==> src/rtl/stepper_pkg.sv <==
// Shared definitions for the stepper phase sequencer: state encoding,
// direction constants, the half-step coil table and the step-size helper.
package stepper_pkg;

  typedef enum logic [1:0] {
    IDLE  = 2'd0,
    DWELL = 2'd1,
    HOLD  = 2'd2
  } state_t;

  localparam logic DIR_FWD = 1'b1;
  localparam logic DIR_REV = 1'b0;

  // Half-step coil patterns {ph3,ph2,ph1,ph0}; entry 0 is the LSB slice.
  // Odd entries energise two adjacent coils (full-step positions).
  localparam logic [7:0][3:0] PHASE_TABLE = {
    4'b1001, 4'b1000, 4'b1100, 4'b0100,
    4'b0110, 4'b0010, 4'b0011, 4'b0001
  };

  // Index distance of one commanded step. A full step from a single-coil
  // (even) position moves only one slot so it lands back on a two-coil pattern.
  function automatic logic [2:0] step_amount(input logic half, input logic idx_odd);
    return (!half && idx_odd) ? 3'd2 : 3'd1;
  endfunction

endpackage

==> src/rtl/step_timer.sv <==
// Loadable down-counter with a done flag; times the dwell after each step.
module step_timer #(
  parameter int W = 20
) (
  input  logic         i_clk,
  input  logic         i_rst_n,
  input  logic         i_clear,
  input  logic         i_load,
  input  logic [W-1:0] i_load_val,
  output logic         o_done
);

  logic [W-1:0] r_cnt;

  // Count down to zero and stop; clear wins over load.
  always_ff @(posedge i_clk or negedge i_rst_n) begin
    // NOTE: state registers use non-blocking assignments so every flop
    // samples the pre-edge values regardless of statement order.
    if (!i_rst_n) begin
      r_cnt <= '0;
    end else if (i_clear) begin
      r_cnt <= '0;
    end else if (i_load) begin
      r_cnt <= i_load_val;
    end else if (r_cnt != '0) begin
      r_cnt <= r_cnt - W'(1);
    end
  end

  assign o_done = (r_cnt == '0);

endmodule

==> src/rtl/stepper_phase_seq.sv <==
// Step/direction to 4-wire stepper coil sequencer with dwell enforcement,
// signed position tracking and reduced-duty chopping while holding.
module stepper_phase_seq
  import stepper_pkg::*;
#(
  parameter int DWELL_CYC = 1048576,
  parameter int IDLE_CYC  = 8388608,
  parameter int HOLD_DUTY = 4,
  parameter int POS_W     = 16
) (
  input  logic             i_clk,
  input  logic             i_rst_n,
  input  logic             i_en,
  input  logic             i_step_req,
  input  logic             i_step_dir,
  input  logic             i_step_half,
  output logic             o_step_rdy,
  output logic [3:0]       o_phase,
  output logic [POS_W-1:0] o_pos,
  output logic             o_holding
);

  localparam int DWELL_W = (DWELL_CYC > 1) ? $clog2(DWELL_CYC) : 1;
  localparam int IDLE_W  = (IDLE_CYC  > 1) ? $clog2(IDLE_CYC)  : 1;
  localparam logic [DWELL_W-1:0] DWELL_LOAD = DWELL_W'(DWELL_CYC - 1);
  localparam logic [IDLE_W-1:0]  IDLE_MAX   = IDLE_W'(IDLE_CYC - 1);
  localparam logic [4:0]         DUTY5      = 5'(HOLD_DUTY);

  state_t             r_state;
  logic [2:0]         r_index;
  logic [POS_W-1:0]   r_pos;
  logic [IDLE_W-1:0]  r_idle_cnt;
  logic [3:0]         r_pwm;
  logic [3:0]         r_phase;

  state_t             w_state_next;
  logic [2:0]         w_index_next;
  logic [POS_W-1:0]   w_pos_next;
  logic [IDLE_W-1:0]  w_idle_next;
  logic [2:0]         w_step;
  logic               w_rdy;
  logic               w_accept;
  logic               w_dwell_load;
  logic               w_dwell_clear;
  logic               w_dwell_done;
  logic               w_chop_on;

  step_timer #(.W(DWELL_W)) u_dwell (
    .i_clk      (i_clk),
    .i_rst_n    (i_rst_n),
    .i_clear    (w_dwell_clear),
    .i_load     (w_dwell_load),
    .i_load_val (DWELL_LOAD),
    .o_done     (w_dwell_done)
  );

  // Next-state, index, position and idle-counter decode.
  always_comb begin
    // NOTE: every output of this block gets a default first so no path
    // leaves a value unassigned and no latch is inferred.
    w_state_next  = r_state;
    w_index_next  = r_index;
    w_pos_next    = r_pos;
    w_idle_next   = r_idle_cnt;
    w_dwell_load  = 1'b0;
    w_dwell_clear = 1'b0;
    w_rdy         = i_en && (r_state == IDLE || r_state == HOLD);
    w_accept      = w_rdy && i_step_req;
    w_step        = step_amount(i_step_half, r_index[0]);

    if (!i_en) begin
      // Disable aborts any dwell and restarts the idle timeout from scratch.
      w_state_next  = IDLE;
      w_idle_next   = '0;
      w_dwell_clear = 1'b1;
    end else if (w_accept) begin
      if (i_step_dir == DIR_FWD) begin
        w_index_next = r_index + w_step;
        w_pos_next   = r_pos + POS_W'(w_step);
      end else begin
        w_index_next = r_index - w_step;
        w_pos_next   = r_pos - POS_W'(w_step);
      end
      w_state_next = DWELL;
      w_dwell_load = 1'b1;
      w_idle_next  = '0;
    end else begin
      case (r_state)
        IDLE: begin
          if (r_idle_cnt == IDLE_MAX) w_state_next = HOLD;
          else                        w_idle_next  = r_idle_cnt + IDLE_W'(1);
        end
        DWELL: begin
          if (w_dwell_done) begin
            w_state_next = IDLE;
            w_idle_next  = '0;
          end
        end
        HOLD:    ;
        default: w_state_next = IDLE;
      endcase
    end

    // Chopping follows the state being entered, so leaving HOLD restores
    // full drive on the same edge that registers the new pattern.
    w_chop_on = (w_state_next != HOLD) || ({1'b0, r_pwm} < DUTY5);
  end

  // FSM, index, position, PWM phase and registered coil drive.
  always_ff @(posedge i_clk or negedge i_rst_n) begin
    if (!i_rst_n) begin
      r_state    <= IDLE;
      r_index    <= 3'd1;
      r_pos      <= '0;
      r_idle_cnt <= '0;
      r_pwm      <= 4'd0;
      r_phase    <= 4'b0000;
    end else begin
      r_state    <= w_state_next;
      r_index    <= w_index_next;
      r_pos      <= w_pos_next;
      r_idle_cnt <= w_idle_next;
      r_pwm      <= r_pwm + 4'd1;
      r_phase    <= i_en ? (PHASE_TABLE[w_index_next] & {4{w_chop_on}}) : 4'b0000;
    end
  end

  assign o_step_rdy = w_rdy;
  assign o_phase    = r_phase;
  assign o_pos      = r_pos;
  assign o_holding  = (r_state == HOLD);

endmodule
==> config.mk <==
export PLATFORM = sky130hd
export DESIGN_NAME = stepper_phase_seq
export DESIGN_NICKNAME = d
export VERILOG_FILES = /design/src/rtl/stepper_pkg.sv /design/src/rtl/step_timer.sv /design/src/rtl/stepper_phase_seq.sv
export SDC_FILE = /design/constraint.sdc
export NUM_CORES = 1
export LEC_CHECK = 0
export ABC_AREA = 1
export CAP_MARGIN = 40
export CORE_AREA = 5 5 105 87
export DETAILED_ROUTE_END_ITERATION = 10
export DIE_AREA = 0 0 110 92
export PLACE_DENSITY = 0.89
export SETUP_SLACK_MARGIN = 0.2
export SYNTH_ARGS = -nofsm -noshare
export SYNTH_HDL_FRONTEND = slang
export SYNTH_SLANG_ARGS = --single-unit
==> constraint.sdc <==
create_clock -name i_clk -period 3.3 [get_ports i_clk]
set_clock_uncertainty 0.1 [all_clocks]
set_input_delay 0.66 -clock i_clk [delete_from_list [all_inputs] [get_ports i_clk]]
set_output_delay 0.66 -clock i_clk [all_outputs]
set_load 0.01 [all_outputs]
Word level (Yosys, flattened, before mapping)

Memory sizes are Yosys's and may differ from the RTL's.
Index checks and enable logic that the tools add are counted.

Add/subtract/negate cells: 7
$lt $le $gt $ge: 2
Equality and inequality tests: 8
Mux-type cells: 22
Bitwise operators: 1
Reduce and logical (&&, ||, !) cells: 11

Operators by type and width:

| operator                                               | number |
|---|---|
| two-way mux 23 bit                                     | 4 |
| two-way mux 20 bit                                     | 3 |
| case mux 23 bit (2 select lines)                       | 1 |
| adder 23 x 1 -> 23 bit (second input constant)         | 1 |
| equality test 23 bit (second input constant)           | 1 |
| zero test 20 bit                                       | 1 |
| nonzero test 20 bit                                    | 1 |
| subtractor 20 x 1 -> 20 bit (second input constant)    | 1 |
| adder 16 x 2 -> 16 bit                                 | 1 |
| two-way mux 16 bit                                     | 1 |
| subtractor 16 x 2 -> 16 bit                            | 1 |
| two-way mux 2 bit                                      | 5 |
| two-way mux 3 bit                                      | 3 |
| two-way mux 4 bit                                      | 2 |
| case mux 2 bit (3 select lines)                        | 1 |
| adder 4 x 1 -> 4 bit (second input constant)           | 1 |
| bitwise AND 4 bit                                      | 1 |
| < comparator 3 x 4 -> 1 bit (second input constant)    | 1 |
| < comparator 4 x 3 -> 1 bit (second input constant)    | 1 |
| inequality test 4 x 1 -> 1 bit (second input constant) | 1 |
| inequality test 4 x 3 -> 1 bit (second input constant) | 1 |
| inequality test 4 bit (second input constant)          | 1 |
| adder 3 x 2 -> 3 bit                                   | 1 |
| logical AND 1 bit                                      | 3 |
| other kinds (11)                                       | 13 |

Flip-flop bits (word level): 72
Bits in read-only memories: 32
Input bits: 6
Output and inout port bits: 22
Logic and storage cells: 59
Memories: 1

Memories:

| name            | words | width | read ports | clocked after Yosys merged registers in | wr ports | line                     | RTL |
|---|---|---|---|---|---|---|---|
| (no name shown) | 8     | 4     | 1          | 0                                       | 0        | stepper_phase_seq.sv:124 | `r_phase <= i_en ? (PHASE_TABLE[w_index_next] & {4{w_chop_on}}) : 4'b0000;` |

Longest topological paths before layout

Word-level depth: 11
Gate-level depth with buffers: 14
Depth with buffers taken out: 14

Cells and area by module

From an unflattened synthesis, not the netlist that was laid out.

Cell total of the unflattened synthesis: 759
Area total of the unflattened synthesis: 5227.5 um^2

By module, submodules not included:

| module            | times used | cells each | area each (um^2) | seq. area each (um^2) |
|---|---|---|---|---|
| stepper_phase_seq | 1          | 542        | 3709.8           | 1302.5 |
| step_timer        | 1          | 217        | 1517.7           | 500.5 |

Worst setup path after synthesis

OpenSTA, ideal clock, no wires.

Kind: input -> register
From: input i_step_half
To: register r_pos[8], in the netlist o_pos[8]
Library setup time: 0.066 ns
Data arrival time: 2.062 ns
Data required time: 3.134 ns
Slack: 1.073 ns
Cell stages on the path: 11
Path buffers: 0
Cell sequence: inv_1 > nand2_1 > ha_1 > fa_1 > nand2_1 > nand3_1 > and2_1 > a21oi_1 > xnor2_1 > nand2_1 > nand2_1

Cells in the longest elaborated chain, start to end: 5
Elaborated cells on any way between the ends: 6
Classes of those cells: add/sub: 2; mux: 2; reduce/logical: 2

RTL lines:

| what                                                                         | line                                             | RTL |
|---|---|---|
| start: declaration                                                           | stepper_phase_seq.sv:16                          | `input logic i_step_half,` |
| zero test 1 bit *                                                            | stepper_pkg.sv:24                                | `return (!half && idx_odd) ? 3'd2 : 3'd1;` |
| logical AND 1 bit *                                                          | stepper_pkg.sv:24                                |  |
| two-way mux 2 bit *                                                          | stepper_pkg.sv:24                                |  |
| subtractor 16 x 2 -> 16 bit / adder 16 x 2 -> 16 bit (equally long branches) | stepper_phase_seq.sv:82, stepper_phase_seq.sv:79 |  |
| two-way mux 16 bit *                                                         | stepper_phase_seq.sv:77                          | `if (i_step_dir == DIR_FWD) begin` |
| end signal: assignment                                                       | stepper_phase_seq.sv:121                         | `r_pos <= w_pos_next;` |
| end: declaration                                                             | stepper_phase_seq.sv:31                          | `logic [POS_W-1:0] r_pos;` |

Mark *: on every way between the ends. The rest lies on a longest branch, timed or not.
A chain may end at the register's enable or synchronous reset.

Worst setup path in the final report

From: input i_step_dir
To: register r_pos[13], in the netlist o_pos[13]

Cells in the longest elaborated chain, start to end: 1

RTL lines:

| what               | line                    | RTL |
|---|---|---|
| start: declaration | stepper_phase_seq.sv:15 | `input logic i_step_dir,` |
| two-way mux 16 bit | stepper_phase_seq.sv:77 |  |

Every way passes these cells.

==> results.ini <==
[clock_tree]
ctsLongestPathBuffers = 2
hold_buffers = 0
cts_setup_buffers = 0
numCtsBuffers = 9
clk_latency_ps = 370
cts.htree.levels = 3
clkSlewWorstSetupHoldPaths_ps = 90
clock_tree.root_cell = clkbuf_8
cts_sinks = 72
cts_tree = built
cts_resized = 0

[synthesis]
synth_xor_area_share_pct = 2.94
synthAdderAreaFrac_pct = 5.73
syn_nets = 743
synth_top_area_cell = dfrtp_1
netlist.area_leader.share_pct = 35.1
synth_cell_types = 43
synth_mux_area_share_pct = 0
synth.avg_cell_area_sq_um = 7.09
synthCells = 715
synth_seq_area_share_pct = 35.6
yosys_warnings = 0
synth_ff_type = dfrtp_1
synth_edf_count = 0
synth_compound_area_share_pct = 7.97
synthArstFlopShare_pct = 100
synthTopCellsByArea = dfrtp_1 (35%), nand2_1 (17%), nand3_1 (7.1%)
synthSimpleGateAreaFrac_pct = 40.1
synth_top_family_by_area = simple AND/OR/NAND/NOR gates
syn_area_sq_mm = 0.00507
ys_seq_elements = 72

[detailed_routing]
vias = 4877
drtAntennaViolNets = 0
drc = 0
vias_per_cell = 5.70
avgRoutedWirePerCell_um = 14.7
wl_mm = 12.6
drt-initial-drc-count = 493
firstDrtPassIters = 5

[global_routing]
grt_overflow = 0
grt_antenna_before_repair = 0
grt_usage_pct = 26.5
grt_pass1_wl_mm = 21.4
grt_max_degree = 41
grt_pass1_vias = 4667

[cells_and_area]
fin_util_pct = 71.5
drive_gt1_share_pct = 9.64
layout_common_cells = nand2_1 (228), inv_1 (78), nor2_1 (73)
instances_no_fill = 855
nNetsFinal = 770
antenna_cells = 0
mostFrequentLayoutCell = nand2_1
areaGrowthSynthToFinish_pct = 11.1
fillers = 607

[worst_hold_path]
worst_hold_path_type = input pin to async pin

[worst_setup_path]
critPathKind = input pin to register
critPathCaptureType = register
worst_setup_path_start_kind = input pin
cp.required_ps = 3460
worstPathMaxFanout = 13
worstPathArrival_ps = 2960

[timing]
relSlewSlack_pct = 54.6
fin_tns_setup_ps = 0
min_period_ps = 2800
drv_slew = 0
tightest_slew_ps = 680
hold_viol_final = 0
holdWs_ps = 123
rsz0062_at_grt = false
final.period_utilization_pct = 84.9
fmax_mhz = 357
finalSetupViolations = 0

[placed_design]
port_buffers = 27
post-place-cells = 839
place.gp.congestion = 0.966
dp_hpwl_mm = 9.01

[power_and_ir_drop]
ir_drop_v = 0.000644
p_total_mw = 3.61
power.switching_mw = 1.50
swShare_pct = 41.6
power_frac_seq_pct = 33.8
p_leak_nw = 2.80
p_per_area_mw_per_mm2 = 640
p_clk_share_pct = 20.0
p_int_mw = 2.10
power.share.combinational_pct = 46.3

[die]
die_height_um = 92
dieArea_sq_mm = 0.0101
start_util_pct = 64.4
dieWidth_um = 110
core-area_sq_mm = 0.00787
ios = 28
rows = 29

[run_status]
status = finished, final reports clean

[run]
drv_cap = 0

-- final cells by class --
type	instances	area (sq um)	area share (%)
multi-input cells	547	2880	51.1
well taps	108	135	2.40
inverters	79	297	5.27
flip-flops and latches	72	1800	32.0
clock inverters	6	58.8	1.04
repair buffers	33	325	5.78
clock buffers	10	138	2.44
-- metal layers --
layer	wire length (um)	GRT usage, %	vias to the layer above	part of all wire [%]
met4	279	9.35	0	2.2
met1	5400	35.0	2283	43
met2	5990	42.5	208	48
li1	-	-	2354	-
met3	882	5.90	32	7.0
met5	0	0	-	0
-- worst paths after layout --
check	start	slack (ps)	depth (start not counted)	endpoint
worst max register to register	r_index[0]	820	10	o_pos[8]
worst min register to register	r_pwm[0]	360	1	r_pwm[0]
worst min-delay path	i_rst_n	120	1	r_idle_cnt[5]
max in group asynchronous	i_rst_n	2390	2	u_dwell.r_cnt[14]
min in group i_clk	r_pwm[0]	360	1	r_pwm[0]
worst max-delay path	i_step_dir	500	11	o_pos[13]
-- through the flow --
step	worst slack (ps)	area [sq um]
floorplan	1070	5070
global placement	305	5420
detailed placement	218	5440
CTS	535	5630
global route	395	5630
finish	498	5630
-- kinds of logic (layout without fill, tap and decap cells) --
logic type                 after synthesis  count (layout)
AOI/OAI and AO/OA                       68              68
adders and majority gates               22              22
DFF                                     72              72
xor gates and xnor gates                17              17
buffers and inverters                   96             128
and+or+nand+nor                        440             440
-- power by group through the flow --
stage	Combinational [mW]	Sequential [mW]	Clock [mW]
after floorplan	1.04	1.26	0
after detailed placement	1.61	1.23	0
after global placement	1.53	1.22	0
after CTS	1.64	1.21	0.732
final	1.67	1.22	0.720
after global routing	1.85	1.24	0.767
-- registers in the layout, summed over array words and instances, names as in the netlist --
signal         cells
u_dwell.r_cnt     20
o_phase            4
r_idle_cnt        23
r_index            3
r_pwm              4
o_pos             16
r_state            2
-- Yosys cell counts (6+ instances only) --
cell type	number
nor2_1	73
a21oi_1	20
nor2_2	6
nand2_2	6
o21ai_0	23
xnor2_1	11
nand3_1	72
nand2_1	228
dfrtp_1	71
inv_1	78
o21ai_2	9
xor2_1	6
clkbuf_1	8
nor2_4	7
ha_1	20
nor3_1	13
nand3_2	9
nand4_1	10
o21ai_1	6
-- critical path, stage by stage --
cell and delay [ps]:
clkdlybuf4s50_1 500, inv_1 420, ha_1 390, nand2_1 100
nand3_1 160, nand2_1 100, nand3_1 160, nand2_1 160
nand3_1 100, nand3_1 130, nand2_1 60
(Power assumes the default switching activity.)
